## config.mk

```make
export PLATFORM = sky130hd
export DESIGN_NAME = cart_sram_arbiter
export DESIGN_NICKNAME = d
export VERILOG_FILES = /design/src/rtl/cart_sram_arbiter.sv
export SDC_FILE = /design/constraint.sdc
export NUM_CORES = 1
export LEC_CHECK = 0
export ABC_AREA = 1
export CAP_MARGIN = 15
export CORE_AREA = 3 3 71 106
export CTS_CLUSTER_SIZE = 12
export DETAILED_ROUTE_END_ITERATION = 8
export DIE_AREA = 0 0 74 109
export PLACE_DENSITY = 0.81
export SLEW_MARGIN = 20
export SYNTH_ARGS = -nofsm -noshare
export SYNTH_HDL_FRONTEND = slang
export SYNTH_SLANG_ARGS = --single-unit
```

## constraint.sdc

```tcl
create_clock -name CLK -period 3.2 [get_ports CLK]
set_clock_uncertainty 0.15 [all_clocks]
set_input_delay 0.32 -clock CLK [delete_from_list [all_inputs] [get_ports CLK]]
set_output_delay 0.32 -clock CLK [all_outputs]
set_load 0.01 [all_outputs]
```

## src/rtl/cart_sram_arbiter.sv

```systemverilog
// Arbitrates the cartridge save SRAM between the Game Boy bus (always first) and a host port.
// Host cycles run only while the GB is off the A000-BFFF window and are aborted and retried if it starts.
module cart_sram_arbiter #(
  parameter int ADDR_W      = 17,
  parameter int ACC_CYCLES  = 3,
  parameter int SYNC_STAGES = 2
) (
  input  logic              CLK,
  input  logic              RST,
  input  logic [15:0]       GB_A,
  input  logic              GB_CS,
  input  logic              GB_RD,
  input  logic              GB_WR,
  input  logic [7:0]        GB_D_IN,
  output logic [7:0]        GB_D_OUT,
  output logic              GB_D_OE,
  input  logic              GB_RAM_EN,
  input  logic [3:0]        RAM_BANK,
  input  logic              HOST_REQ,
  input  logic              HOST_WE,
  input  logic [ADDR_W-1:0] HOST_ADDR,
  input  logic [7:0]        HOST_WDATA,
  output logic              HOST_ACK,
  output logic [7:0]        HOST_RDATA,
  output logic [ADDR_W-1:0] SRAM_A,
  input  logic [7:0]        SRAM_DQ_IN,
  output logic [7:0]        SRAM_DQ_OUT,
  output logic              SRAM_DQ_OE,
  output logic              SRAM_CE_N,
  output logic              SRAM_OE_N,
  output logic              SRAM_WE_N
);

  localparam int CNT_W = 4;

  typedef enum logic [2:0] {
    S_IDLE,
    S_GB_ACC,
    S_HOST_ACC,
    S_HOST_ABORT,
    S_HOST_DONE
  } state_t;

  state_t state_q, state_d;

  logic [SYNC_STAGES-1:0]   cs_sync_q, cs_sync_d;
  logic [SYNC_STAGES-1:0]   rd_sync_q, rd_sync_d;
  logic [SYNC_STAGES-1:0]   wr_sync_q, wr_sync_d;
  logic [3*SYNC_STAGES-1:0] a_sync_q, a_sync_d;

  logic              cs_s, rd_s, wr_s;
  logic [2:0]        a_s;
  logic              gb_sel, gb_strb;

  logic [CNT_W-1:0]  cnt_q, cnt_d;
  logic              host_we_q, host_we_d;
  logic [ADDR_W-1:0] sram_a_q, sram_a_d;
  logic [7:0]        sram_dq_out_q, sram_dq_out_d;
  logic              sram_dq_oe_q, sram_dq_oe_d;
  logic              sram_ce_n_q, sram_ce_n_d;
  logic              sram_oe_n_q, sram_oe_n_d;
  logic              sram_we_n_q, sram_we_n_d;
  logic [7:0]        gb_d_out_q, gb_d_out_d;
  logic              gb_d_oe_q, gb_d_oe_d;
  logic              host_ack_q, host_ack_d;
  logic [7:0]        host_rdata_q, host_rdata_d;

  // New samples enter at bit 0; the oldest stage is the one the logic uses.
  always_comb begin
    cs_sync_d = SYNC_STAGES'({cs_sync_q, GB_CS});
    rd_sync_d = SYNC_STAGES'({rd_sync_q, GB_RD});
    wr_sync_d = SYNC_STAGES'({wr_sync_q, GB_WR});
    a_sync_d  = (3*SYNC_STAGES)'({a_sync_q, GB_A[15:13]});
  end

  assign cs_s    = cs_sync_q[SYNC_STAGES-1];
  assign rd_s    = rd_sync_q[SYNC_STAGES-1];
  assign wr_s    = wr_sync_q[SYNC_STAGES-1];
  assign a_s     = a_sync_q[3*SYNC_STAGES-1 -: 3];
  assign gb_sel  = ~cs_s & (a_s == 3'b101) & GB_RAM_EN;
  assign gb_strb = gb_sel & (~rd_s | ~wr_s);

  always_ff @(posedge CLK) begin
    if (RST) state_q <= S_IDLE;
    else     state_q <= state_d;
  end

  always_comb begin
    state_d = state_q;
    case (state_q)
      S_IDLE: begin
        if (gb_strb)       state_d = S_GB_ACC;
        else if (HOST_REQ) state_d = S_HOST_ACC;
      end
      S_GB_ACC:     if (!gb_strb) state_d = S_IDLE;
      S_HOST_ACC: begin
        if (gb_strb)               state_d = S_HOST_ABORT;
        else if (cnt_q == '0)      state_d = S_HOST_DONE;
      end
      S_HOST_ABORT: state_d = gb_strb ? S_GB_ACC : S_IDLE;
      S_HOST_DONE:  state_d = S_IDLE;
      default:      state_d = S_IDLE;
    endcase
  end

  // Outputs are computed for the state being entered so every pin is a flop.
  always_comb begin
    cnt_d         = cnt_q;
    host_we_d     = host_we_q;
    sram_a_d      = sram_a_q;
    sram_dq_out_d = sram_dq_out_q;
    sram_dq_oe_d  = 1'b0;
    sram_ce_n_d   = 1'b1;
    sram_oe_n_d   = 1'b1;
    sram_we_n_d   = 1'b1;
    gb_d_oe_d     = 1'b0;
    host_ack_d    = 1'b0;
    host_rdata_d  = host_rdata_q;
    gb_d_out_d    = (state_q == S_GB_ACC && !sram_oe_n_q) ? SRAM_DQ_IN : gb_d_out_q;
    case (state_d)
      S_GB_ACC: begin
        sram_a_d      = ADDR_W'({RAM_BANK, GB_A[12:0]});
        sram_ce_n_d   = 1'b0;
        sram_oe_n_d   = rd_s;
        sram_we_n_d   = wr_s;
        sram_dq_out_d = GB_D_IN;
        sram_dq_oe_d  = ~wr_s;
        gb_d_oe_d     = ~rd_s;
      end
      S_HOST_ACC: begin
        // Entry is always from IDLE, including the retry after an abort.
        if (state_q != S_HOST_ACC) begin
          host_we_d     = HOST_WE;
          sram_a_d      = HOST_ADDR;
          sram_dq_out_d = HOST_WDATA;
          cnt_d         = CNT_W'(ACC_CYCLES - 1);
        end else begin
          cnt_d = cnt_q - CNT_W'(1);
        end
        sram_ce_n_d  = 1'b0;
        sram_oe_n_d  = host_we_d;
        sram_we_n_d  = ~host_we_d;
        sram_dq_oe_d = host_we_d;
      end
      S_HOST_DONE: begin
        sram_ce_n_d  = 1'b0;
        sram_dq_oe_d = host_we_q;
        host_ack_d   = 1'b1;
        if (!host_we_q) host_rdata_d = SRAM_DQ_IN;
      end
      default: ;
    endcase
  end

  always_ff @(posedge CLK) begin
    if (RST) begin
      cs_sync_q     <= '1;
      rd_sync_q     <= '1;
      wr_sync_q     <= '1;
      a_sync_q      <= '0;
      cnt_q         <= '0;
      host_we_q     <= 1'b0;
      sram_a_q      <= '0;
      sram_dq_out_q <= '0;
      sram_dq_oe_q  <= 1'b0;
      sram_ce_n_q   <= 1'b1;
      sram_oe_n_q   <= 1'b1;
      sram_we_n_q   <= 1'b1;
      gb_d_out_q    <= '0;
      gb_d_oe_q     <= 1'b0;
      host_ack_q    <= 1'b0;
      host_rdata_q  <= '0;
    end else begin
      cs_sync_q     <= cs_sync_d;
      rd_sync_q     <= rd_sync_d;
      wr_sync_q     <= wr_sync_d;
      a_sync_q      <= a_sync_d;
      cnt_q         <= cnt_d;
      host_we_q     <= host_we_d;
      sram_a_q      <= sram_a_d;
      sram_dq_out_q <= sram_dq_out_d;
      sram_dq_oe_q  <= sram_dq_oe_d;
      sram_ce_n_q   <= sram_ce_n_d;
      sram_oe_n_q   <= sram_oe_n_d;
      sram_we_n_q   <= sram_we_n_d;
      gb_d_out_q    <= gb_d_out_d;
      gb_d_oe_q     <= gb_d_oe_d;
      host_ack_q    <= host_ack_d;
      host_rdata_q  <= host_rdata_d;
    end
  end

  assign SRAM_A      = sram_a_q;
  assign SRAM_DQ_OUT = sram_dq_out_q;
  assign SRAM_DQ_OE  = sram_dq_oe_q;
  assign SRAM_CE_N   = sram_ce_n_q;
  assign SRAM_OE_N   = sram_oe_n_q;
  assign SRAM_WE_N   = sram_we_n_q;
  assign GB_D_OUT    = gb_d_out_q;
  assign GB_D_OE     = gb_d_oe_q;
  assign HOST_ACK    = host_ack_q;
  assign HOST_RDATA  = host_rdata_q;

endmodule

```

Yosys cells after proc, flatten, opt, wreduce, memory -nomap -nowiden:

Cells that the tools add are included.

* $add $sub $neg: 1
* equality and inequality tests: 9
* mux-type cells: 19
* bitwise gates (word level): 10
* reduce and logical (&&, ||, !) cells: 9

Operator list (count)
* $pmux 17 s2: 1
* $mux 17: 1
* $pmux 8 s2: 1
* $mux 3: 5
* $pmux 3 s4: 1
* $eq 3x2->1 const B: 3
* $mux 8: 1
* $eq 3x1->1 const B: 2
* $eq 3x3->1 const B: 2
* $not 1->1: 6
* $mux 1: 5
* $logic_not 4->1: 1
* $mux 4: 1
* $pmux 1 s2: 2
* $reduce_and 2->1: 2
* $sub 4x1->4 const B: 1
* $and 1x1->1: 3
* $logic_not 3->1: 1
* $ne 3x2->1 const B: 1
* $pmux 1 s3: 1
* $reduce_or 3->1: 1
* $ne 2x2->1 const B: 1
* $reduce_bool 2->1: 1
* $reduce_or 2->1: 1
* other kinds (3): 3

* bits in registers: 67
* bits of input ports: 69
* output and inout bits: 47
* word-level logic and storage cells: 65

Depth between registers and ports, before layout:

Gate-level depths: netlist of the first run.

* word-level depth: 10
* mapped depth: 13
* gate-level depth less buffers: 12

Worst setup path before layout of the first run:

OpenSTA, ideal clock, no wires.

* path type: register to register
* from: register cnt_q[0]
* to: register sram_a_q[10], in the netlist SRAM_A[10]
* setup time: 0.109 ns
* data arrival time: 1.441 ns
* data required time: 2.941 ns
* path slack: 1.500 ns
* cell stages (with the launch flop): 13
* buffers on the path: 2
* clock period less this slack: 1.700 ns
* path through: dfxtp_1 -> inv_1 -> ha_1 -> nor3b_2 -> nand2_4 -> nand2_4 -> nand2_4 -> buf_8 -> buf_12 -> nand3_1 -> nand3_1 -> nand2_1 -> inv_1

* longest elaborated chain between the ends: 7
* elaborated cells on any way between the ends: 10
* those cells by class: 3 x eq/ne; 4 x mux; 3 x reduce/logical

RTL lines
* start: declaration: line 55 `logic [CNT_W-1:0] cnt_q, cnt_d;`
* start signal: assignment: line 178 `cnt_q <= cnt_d;`
* $logic_not 4->1 (*): line 98 `else if (cnt_q == '0) state_d = S_HOST_DONE;`
* $mux 3 (*): line 98
* $mux 3 (*): line 97 `if (gb_strb) state_d = S_HOST_ABORT;`
* $pmux 3 s4 (*): line 90 `case (state_q)`
* $eq 3x2->1 / $eq 3x1->1 (equally long branches): line 120 `case (state_d)`
* $ne 2x2->1 (no line) / $reduce_bool 2->1 (equally long branches)
* $reduce_and 2->1 (no line)
* end signal: assignment: line 180 `sram_a_q <= sram_a_d;`
* end: declaration: line 57 `logic [ADDR_W-1:0] sram_a_q, sram_a_d;`

Mark *: on every way between the ends. The rest lies on a longest branch, timed or not.
A chain may end at the register's enable or synchronous reset.

Final worst setup path of the first run:

* from: register cnt_q[0]
* to: register sram_a_q[15], in the netlist SRAM_A[15]

The elaborated chain is that of the path after synthesis.

==> impl_metrics.env, run 1 <==
export IMPL_postCtsHoldBufs=0
export IMPL_clock_latency_ns=0.33
export IMPL_synth_seq_cells=67
export IMPL_required_ns=3.28
export IMPL_vdd_drop_max_v=0.000256
export IMPL_cp_endpoint="SRAM_A[15]"
export IMPL_rsz0062_at_grt="no"
export IMPL_fin_setup_tns_ns=0
export IMPL_io_pins=116
export IMPL_synth_seq_area_share_pct=45.3
export IMPL_num_nets_final=576
export IMPL_clkPwrFrac_pct=39.8
export IMPL_fmax_ghz=0.421
export IMPL_pwr_share_comb_pct=20.3
export IMPL_wl_per_cell_um=13.0
export IMPL_routed_wl_um=7650
export IMPL_slew_headroom_pct=37.2
export IMPL_grt_overflow_total=0
export IMPL_antenna_cells=0
export IMPL_synth_cell_area_um2=2960
export IMPL_synth_top_cell_area_share_pct=45.3
export IMPL_power_switching_uw=590
export IMPL_chipWidth_um=74
export IMPL_synth_top_area_cell="dfxtp_1"
export IMPL_setup_viol=0
export IMPL_power_frac_seq_pct=40.0
export IMPL_critPathMaxFanout=31
export IMPL_final_layout_size_suffix_gt1_share_pct=9.20
export IMPL_ys_warn_count=0
export IMPL_drv_slew=0
export IMPL_antenna_found_initial=0
export IMPL_coreArea_um2=6620
export IMPL_cts_sinks=67
export IMPL_finalCriticalPeriod_ns=2.37
export IMPL_cts_htree_levels=3
export IMPL_track_usage_pct=19.6
export IMPL_tightest_slew_ns=0.941
export IMPL_hold_path_class="reg2reg"
export IMPL_die_area_um2=8070
export IMPL_clkTransAtPathRegs_ns=0.07
export IMPL_hpwlAfterDp_um=5480
export IMPL_syn_area_per_cell_um2=7.43
export IMPL_p_leak_nw=2.02
export IMPL_reg2reg_to="SRAM_A[15]"
export IMPL_reg2reg_from="cnt_q[0]"
export IMPL_start_kind="flop"
export IMPL_fillCellCount=626
export IMPL_worst_setup_path_type="reg2reg"
export IMPL_cts_tree="done"
export IMPL_worstPathArrival_ns=2.45
export IMPL_cts_resized=0
export IMPL_post_route_period_util_pct=74.2
export IMPL_r2r_cells=11
export IMPL_gp_congestion=0.779
export IMPL_viasPerCell=4.92
export IMPL_p_total_mw=2.32
export IMPL_synth_area_leaders="dfxtp_1 45%, nand3_1 9.8%, nand2_1 9.1%"
export IMPL_die_h_um=109
export IMPL_fin_hold_ws_ns=0.256
export IMPL_synth_cell_type_count=30
export IMPL_syn_nets=468
export IMPL_post_cts_buffers=0
export IMPL_swShare_pct=25.4
export IMPL_synthToLayoutAreaGrowth_pct=46.5
export IMPL_cts_root_buf="clkbuf_8"
export IMPL_initial_core_util_pct=44.7
export IMPL_grt_pass1_vias=2794
export IMPL_cts_buffers=9
export IMPL_drt_iter0_drc=175
export IMPL_crit_start="cnt_q[0]"
export IMPL_finalHoldViolations=0
export IMPL_cts_path_max_buffers=2
export IMPL_grt_max_degree=51
export IMPL_p_int_mw=1.73
export IMPL_status="finished clean"
export IMPL_worst_setup_path_end_kind="flop"
export IMPL_instances_no_fill=587
export IMPL_antenna_left=0
export IMPL_drc=0
export IMPL_io_buffers=115
export IMPL_dp_cells=571
export IMPL_drt_pass1_iterations=5
export IMPL_vias=2887
export IMPL_rows=36
export IMPL_p_per_area_nw_per_um2=536
export IMPL_r2r_slack_ns=0.83
export IMPL_syn_inst=398
export IMPL_grt_pass1_wl_um=12300
export IMPL_maxCapViolCount=0
sequential cells by signal, indices dropped and copies added, names as in the netlist, 2 cells and up:
name         flops
SRAM_DQ_OUT      8
a_sync_q         6
SRAM_A          17
HOST_RDATA       8
cnt_q            4
rd_sync_q        2
GB_D_OUT         8
state_q          3
wr_sync_q        2
cs_sync_q        2
synthesized netlist by cell type:
master and instances:
nand2_2 4, o21ai_1 9, o21ai_0 25, inv_2 4, nor2_8 1, or2_2 7, xor2_1 2, nand4_1 5
buf_1 1, buf_4 6, inv_1 63, buf_6 3, dfxtp_1 67, nor3_1 3, nor2_1 27, nand3_1 58
clkbuf_1 5, clkinv_1 1, nand2_1 72, a21oi_2 2, nor3b_2 1, nor2_2 2, buf_12 1, buf_2 3
nand2_4 4, buf_8 1, nor4_1 1, nand3_2 5, ha_1 1, a21oi_1 14
worst max-delay path, cell delays in order (launching register included):
cell	delay, ns
dfxtp_1	0.36
inv_1	0.07
ha_1	0.22
nor3b_2	0.18
nand2_4	0.11
nand2_4	0.07
nand2_4	0.28
nand2_2	0.44
nand2_1	0.17
nand3_1	0.09
nand2_1	0.08
inv_1	0.04
stage by stage:
step / util (%) / area, um^2 / worst slack, ns
after floorplan: - / 2960 / 1.50
after global placement: 61.5 / 4070 / 0.623
after detailed placement: 61.5 / 4070 / 0.518
after CTS: 65.5 / 4330 / 0.831
after global routing: 65.5 / 4330 / 0.592
final: 65.5 / 4330 / 0.827
cell usage in the layout, fill, tap and decap left out:
cell and instances:
buf_4 2, o21ai_1 9, nand2_2 4, clkinv_1 1, nand3_2 5, bufinv_16 4
clkbuf_1 1, inv_2 4, nor2_2 2, nor2_1 27, xor2_1 2, nor4_1 1
or2_2 7, nand4_1 5, a21oi_1 14, nor2_8 1, clkbuf_8 9, dfxtp_1 67
nor3b_2 1, inv_1 63, o21ai_0 25, a21oi_2 2, clkdlybuf4s50_1 115, clkinv_4 2
nand2_4 4, nand3_1 58, ha_1 1, nor3_1 3, nand2_1 72
final cells by class:
type                            count  area [um^2]  area share [%]
Sequential cell                    67         1340            30.9
Tap cell                           76         95.1            2.19
Timing Repair Buffer              117         1170            26.9
Multi-Input combinational cell    243         1210            27.9
Clock inverter                      6          138            3.18
Inverter                           68          255            5.89
Clock buffer                       10          128            2.94
how the worst min path moves through the flow:
| stage | from | end | slack, ns | depth (start not counted) |
|---|---|---|---|---|
| floorplan | a_sync_q[0] | a_sync_q[3] | 0.24 | 2 |
| global placement | a_sync_q[2] | a_sync_q[5] | 0.24 | 2 |
| detailed placement | a_sync_q[2] | a_sync_q[5] | 0.25 | 2 |
| CTS | a_sync_q[2] | a_sync_q[5] | 0.26 | 2 |
| global route | a_sync_q[2] | a_sync_q[5] | 0.26 | 2 |
| finish | a_sync_q[1] | a_sync_q[4] | 0.26 | 2 |
per-layer routing:
layer	wire [um]	GRT usage [%]	part of all wire, %	up-vias
met2	4210	36.9	55	96
li1	-	-	-	1469
met1	2870	20.5	38	1312
met3	429	3.14	5.6	10
met4	136	9.07	1.8	0
met5	0	0	0	-
power by group through the flow:
stage	Clock [mW]	Sequential, mW	Combinational (mW)
final	0.924	0.928	0.471
after global routing	0.973	0.935	0.524
after CTS	0.940	0.928	0.474
after detailed placement	0	0.946	0.471
after global placement	0	0.947	0.457
after floorplan	0	0.965	0.252
cell families (layout without fill, tap and decap cells):
family	count (synthesis)	in the layout	synth area share (%)
compound gates	50	50	8.71
xor+xnor	2	2	0.592
fa+ha+maj	1	1	0.423
buf+inv	88	201	13.7
flops	67	67	45.3
simple gates	190	190	31.2
Power figures use the tool's default switching activity.
==> run 2: changes to the inputs <==
Settings changed: CORE_AREA 3 3 71 106 to 3 3 76 113, DIE_AREA 0 0 74 109 to 0 0 79 116, PLACE_DENSITY 0.81 to 0.75.
Clock period 3.2 ns to 2.1 ns, I/O delays scaled along.
==> run 2 against run 1 <==
- count of clock-buffer cells in the layout unchanged
- sequential power rose by 53%
- global-route usage is 2.3 points lower
- total power increased by 63%
- sequential cell count stayed put
- core utilization fell by 6.5 points
- cell area up 4.9%
- sequential share of layout area fell by 1.5 points
- critical path type unchanged
- largest cell class unchanged
- largest power group is now the clock network
==> impl_metrics.env, run 2 (synthesized netlist as in run 1, its figures left out) <==
export IMPL_status="finished clean"
export IMPL_reg2reg_from="cnt_q[0]"
export IMPL_largest_reg_flops=17
export IMPL_final_setup_worst_slack_ns=0.269
export IMPL_vdd_drop_max_v=0.000416
export IMPL_hp_start="GB_A[13]"
export IMPL_start_kind="flop"
export IMPL_die_h_um=116
export IMPL_hold_path_class="in2reg"
export IMPL_cts_tree="done"
export IMPL_grt_max_degree=33
export IMPL_slew_headroom_pct=79.7
export IMPL_vias=2866
export IMPL_worst_setup_path_end_kind="flop"
export IMPL_wl_per_cell_um=12.5
export IMPL_cts_buffers=9
export IMPL_antenna_cells=0
export IMPL_r2r_slack_ns=0.27
export IMPL_finish_utilization_pct=59.0
export IMPL_worst_setup_path_type="reg2reg"
export IMPL_final_layout_size_suffix_gt1_share_pct=11.3
export IMPL_chipWidth_um=79
export IMPL_die_area_um2=9160
export IMPL_post_cts_buffers=0
export IMPL_postCtsHoldBufs=0
export IMPL_rsz0062_at_grt="no"
export IMPL_rows=39
export IMPL_io_pins=116
export IMPL_routed_wl_um=7820
export IMPL_post_route_period_util_pct=87.2
export IMPL_coreArea_um2=7710
export IMPL_clkTransAtPathRegs_ns=0.05
export IMPL_synthToLayoutAreaGrowth_pct=53.7
export IMPL_antenna_found_initial=0
export IMPL_whs_endpoint="a_sync_q[0]"
export IMPL_p_leak_nw=2.12
export IMPL_finalCriticalPeriod_ns=1.83
export IMPL_track_usage_pct=17.3
export IMPL_cts_resized=0
export IMPL_initial_core_util_pct=38.4
export IMPL_grt_pass1_wl_um=12400
export IMPL_hpwlAfterDp_um=5920
export IMPL_drt_pass1_iterations=4
export IMPL_pre_cts_ws_ns=0.103
export IMPL_cts_sinks=67
export IMPL_antenna_left=0
export IMPL_maxCapViolCount=0
export IMPL_worstPathArrival_ns=1.91
export IMPL_r2r_cells=11
export IMPL_finalHoldViolations=0
export IMPL_setup_viol=0
export IMPL_viasPerCell=4.59
export IMPL_cts_htree_levels=3
export IMPL_clock_latency_ns=0.33
export IMPL_grt_pass1_vias=2727
export IMPL_layout_common_cells="115 x clkdlybuf4s50_1, 72 x nand2_1, 67 x dfxtp_1, 63 x inv_1, 58 x nand3_1"
export IMPL_cts_root_buf="clkbuf_16"
export IMPL_p_per_area_nw_per_um2=834
export IMPL_num_nets_final=587
export IMPL_gp_congestion=0.828
export IMPL_drc=0
export IMPL_fin_setup_tns_ns=0
export IMPL_io_buffers=115
export IMPL_required_ns=2.18
export IMPL_cts_path_max_buffers=2
export IMPL_grt_overflow_total=0
export IMPL_reg2reg_to="SRAM_DQ_OE"
export IMPL_fmax_ghz=0.546
export IMPL_whs_path_depth=3
export IMPL_critPathMaxFanout=9
export IMPL_mostFrequentLayoutCell="clkdlybuf4s50_1"
export IMPL_tightest_slew_ns=0.303
export IMPL_drv_slew=0
export IMPL_drt_iter0_drc=104
run 2: cell count changes in the layout (fill, tap and decap cells not counted), sizes merged:
cell	change
clkinv	+1
inv	+1
buf	+11
bufinv	-2
run 2: worst max-delay path: stages (launching register included):
cell	delay [ns]
dfxtp_1	0.32
inv_1	0.08
ha_1	0.18
nor3b_2	0.23
nand2_4	0.11
nand2_4	0.09
nand2_4	0.05
buf_4	0.17
nand3_1	0.15
nand3_1	0.10
nand2_1	0.07
inv_1	0.04
run 2: layout make-up:
class                           instances  area, um^2
Sequential cell                        67        1340
Inverter                               68         255
Clock inverter                          6        87.6
Timing Repair Buffer                  128        1290
Clock buffer                           10         239
Fill cell                             733        3160
Tap cell                              102         128
Multi-Input combinational cell        243        1210
run 2: power by group:
part	switching (mW)	internal, mW	total (mW)
Clock	0.535	1.07	1.61
Sequential	0.0479	1.37	1.42
Combinational	0.369	0.402	0.771
Total	0.952	2.84	3.79
run 2: worst max path at each step:
stage / slack (ns) / to / start
5_1_grt: 0.13 / SRAM_DQ_OE / cnt_q[0]
3_3_place_gp: 0.12 / SRAM_A[14] / GB_RAM_EN
3_5_place_dp: 0.10 / SRAM_A[4] / GB_RAM_EN
6_report: 0.27 / SRAM_DQ_OE / cnt_q[0]
2_1_floorplan: 0.40 / SRAM_A[10] / cnt_q[0]
4_1_cts: 0.26 / SRAM_DQ_OE / cnt_q[0]
run 2: per-stage QoR:
step                      hold slack [ns]  cell area, um^2  instances  power, mW
after global placement              0.242             4220        608       2.20
after global routing                0.259             4550        624       3.99
after detailed placement            0.246             4220        608       2.22
after floorplan                     0.153             2960        398       1.85
after CTS                           0.241             4550        624       3.84
final                               0.247             4550        624       3.79
run 2: routing by layer:
| metal | track usage [%] | part of all wire [%] | vias to the layer above | wire (um) |
|---|---|---|---|---|
| li1 | - | - | 1486 | - |
| met1 | 17.3 | 38 | 1293 | 2950 |
| met2 | 32.4 | 55 | 74 | 4320 |
| met3 | 4.04 | 4.5 | 13 | 351 |
| met4 | 9.40 | 2.5 | 0 | 193 |
| met5 | 0 | 0 | - | 0 |
==> run 3: changes to the inputs <==
==> constraint.sdc (replaced) <==
create_clock -name CLK -period 2.1 [get_ports CLK]
set_clock_uncertainty 0.15 [all_clocks]
set_input_delay 0.315 -clock CLK [delete_from_list [all_inputs] [get_ports CLK]]
set_output_delay 0.315 -clock CLK [all_outputs]
set_load 0.01 [all_outputs]
==> run 3 against run 2 <==
- cell count stayed put
- first-iteration DRC count grew 48%
- sequential cell count did not move
- wire length increased by 4.0%
- global-route usage is 0.75 points higher
==> impl_metrics.env, run 3 (synthesized netlist as in run 1, its figures left out) <==
export IMPL_final_setup_worst_slack_ns=0.239
export IMPL_track_usage_pct=18.0
export IMPL_routed_wl_um=8130
export IMPL_slew_headroom_pct=80.2
export IMPL_status="finished clean"
export IMPL_largest_reg_flops=17
export IMPL_clock_latency_ns=0.32
export IMPL_fin_setup_tns_ns=0
export IMPL_worst_setup_path_type="reg2reg"
export IMPL_drc=0
export IMPL_coreArea_um2=7710
export IMPL_initial_core_util_pct=38.4
export IMPL_maxCapViolCount=0
export IMPL_antenna_left=0
export IMPL_p_leak_nw=2.13
export IMPL_io_pins=116
export IMPL_hp_start="a_sync_q[1]"
export IMPL_cts_root_buf="clkbuf_16"
export IMPL_place_area_um2=4250
export IMPL_reg2reg_from="cnt_q[0]"
export IMPL_cp_common_cell="nand2_4"
export IMPL_path_cells="inv_1 > ha_1 > nor3b_2 > nand2_4 > nand2_4 > nand2_4 > nand2_2 > buf_12 > a21oi_2 > nand3_1"
export IMPL_max_stage_delay_ns=0.36
export IMPL_grt_pass1_vias=2900
export IMPL_grt_overflow_total=0
export IMPL_cts_htree_levels=3
export IMPL_post_route_period_util_pct=88.6
export IMPL_finish_utilization_pct=59.4
export IMPL_mostFrequentLayoutCell="clkdlybuf4s50_1"
export IMPL_die_h_um=116
export IMPL_crit_start="cnt_q[0]"
export IMPL_finalCriticalPeriod_ns=1.86
export IMPL_tightest_slew_ns=0.296
export IMPL_hpwlAfterDp_um=6210
export IMPL_setup_viol=0
export IMPL_antenna_found_initial=0
export IMPL_crit_buf_inv=2
export IMPL_vias=2919
export IMPL_finalHoldViolations=0
export IMPL_antenna_cells=0
export IMPL_p_per_area_nw_per_um2=835
export IMPL_worst_setup_path_end_kind="flop"
export IMPL_cts_path_max_buffers=2
export IMPL_rows=39
export IMPL_grt_pass1_wl_um=13000
export IMPL_final_area_um2=4580
export IMPL_hold_path_class="reg2reg"
export IMPL_clkTransAtPathRegs_ns=0.06
export IMPL_drv_slew=0
export IMPL_pre_cts_ws_ns=-0.00530
export IMPL_cp_slowest_cell="dfxtp_1"
export IMPL_grt_max_degree=23
export IMPL_viasPerCell=4.68
export IMPL_synthToLayoutAreaGrowth_pct=54.7
export IMPL_fin_hold_ws_ns=0.248
export IMPL_final_layout_size_suffix_gt1_share_pct=11.3
export IMPL_layout_common_cells="115 x clkdlybuf4s50_1, 72 x nand2_1, 67 x dfxtp_1, 63 x inv_1, 58 x nand3_1"
export IMPL_num_nets_final=587
export IMPL_cts_sinks=67
export IMPL_io_buffers=115
export IMPL_wl_per_cell_um=13.0
export IMPL_gp_congestion=0.865
export IMPL_rsz0062_at_grt="no"
export IMPL_cp_top_family="simple AND/OR/NAND/NOR gates"
export IMPL_critPathMaxFanout=11
export IMPL_multi_input_area_um2=1220
export IMPL_fmax_ghz=0.537
export IMPL_vdd_drop_max_v=0.000600
export IMPL_fillCellCount=745
export IMPL_cts_tree="done"
export IMPL_drt_pass1_iterations=5
export IMPL_start_kind="flop"
export IMPL_cts_buffers=9
export IMPL_required_ns=2.15
export IMPL_seq_area_um2=1340
export IMPL_die_area_um2=9160
export IMPL_worstPathArrival_ns=1.91
export IMPL_drt_iter0_drc=154
export IMPL_chipWidth_um=79
[run 3: worst paths after layout]
path | slack [ns] | endpoint | cells past startpoint
setup reg to reg | 0.24 | SRAM_OE_N | 10
hold reg to reg | 0.25 | a_sync_q[4] | 2
setup / recovery | 0.24 | SRAM_OE_N | 10
hold / removal | 0.25 | a_sync_q[4] | 2
[run 3: per-stage QoR]
| stage | total power [mW] | cells |
|---|---|---|
| floorplan | 1.85 | 398 |
| global placement | 2.21 | 608 |
| detailed placement | 2.24 | 608 |
| CTS | 3.86 | 624 |
| global route | 4.01 | 624 |
| finish | 3.82 | 624 |
[run 3: repair_timing]
action	in CTS	in global routing
setup endpoints to repair	0	2
hold buffers	0	0
buffers inserted	0	0
resized for setup	0	1
[run 3: cell type report]
class | instances | share of cell area, %
inverters | 68 | 5.58
well taps | 102 | 2.79
flip-flops and latches | 67 | 29.3
clock buffers | 10 | 5.22
repair buffers | 128 | 28.6
multi-input cells | 243 | 26.6
clock inverters | 6 | 1.91
[run 3: metal layers]
layer | part of all wire (%) | global-route usage [%] | vias up
met1 | 37 | 17.8 | 1338
met5 | 0 | 0 | -
met3 | 4.0 | 4.20 | 15
met4 | 2.3 | 8.03 | 0
met2 | 56 | 34.9 | 80
li1 | - | - | 1486
[run 3: worst register-to-register path: stages (launching register included)]
cell     delay, ns
dfxtp_1       0.36
inv_1         0.07
ha_1          0.22
nor3b_2       0.18
nand2_4       0.12
nand2_4       0.07
nand2_4       0.07
nand2_2       0.09
buf_12        0.16
a21oi_2       0.17
nand3_1       0.09
[run 3: power breakdown]
| part | leakage (nW) | switching (mW) | total [mW] | internal (mW) |
|---|---|---|---|---|
| Combinational | 1.42 | 0.379 | 0.794 | 0.415 |
| Clock | 0.163 | 0.540 | 1.61 | 1.07 |
| Sequential | 0.551 | 0.0500 | 1.42 | 1.37 |
| Total | 2.13 | 0.969 | 3.82 | 2.86 |
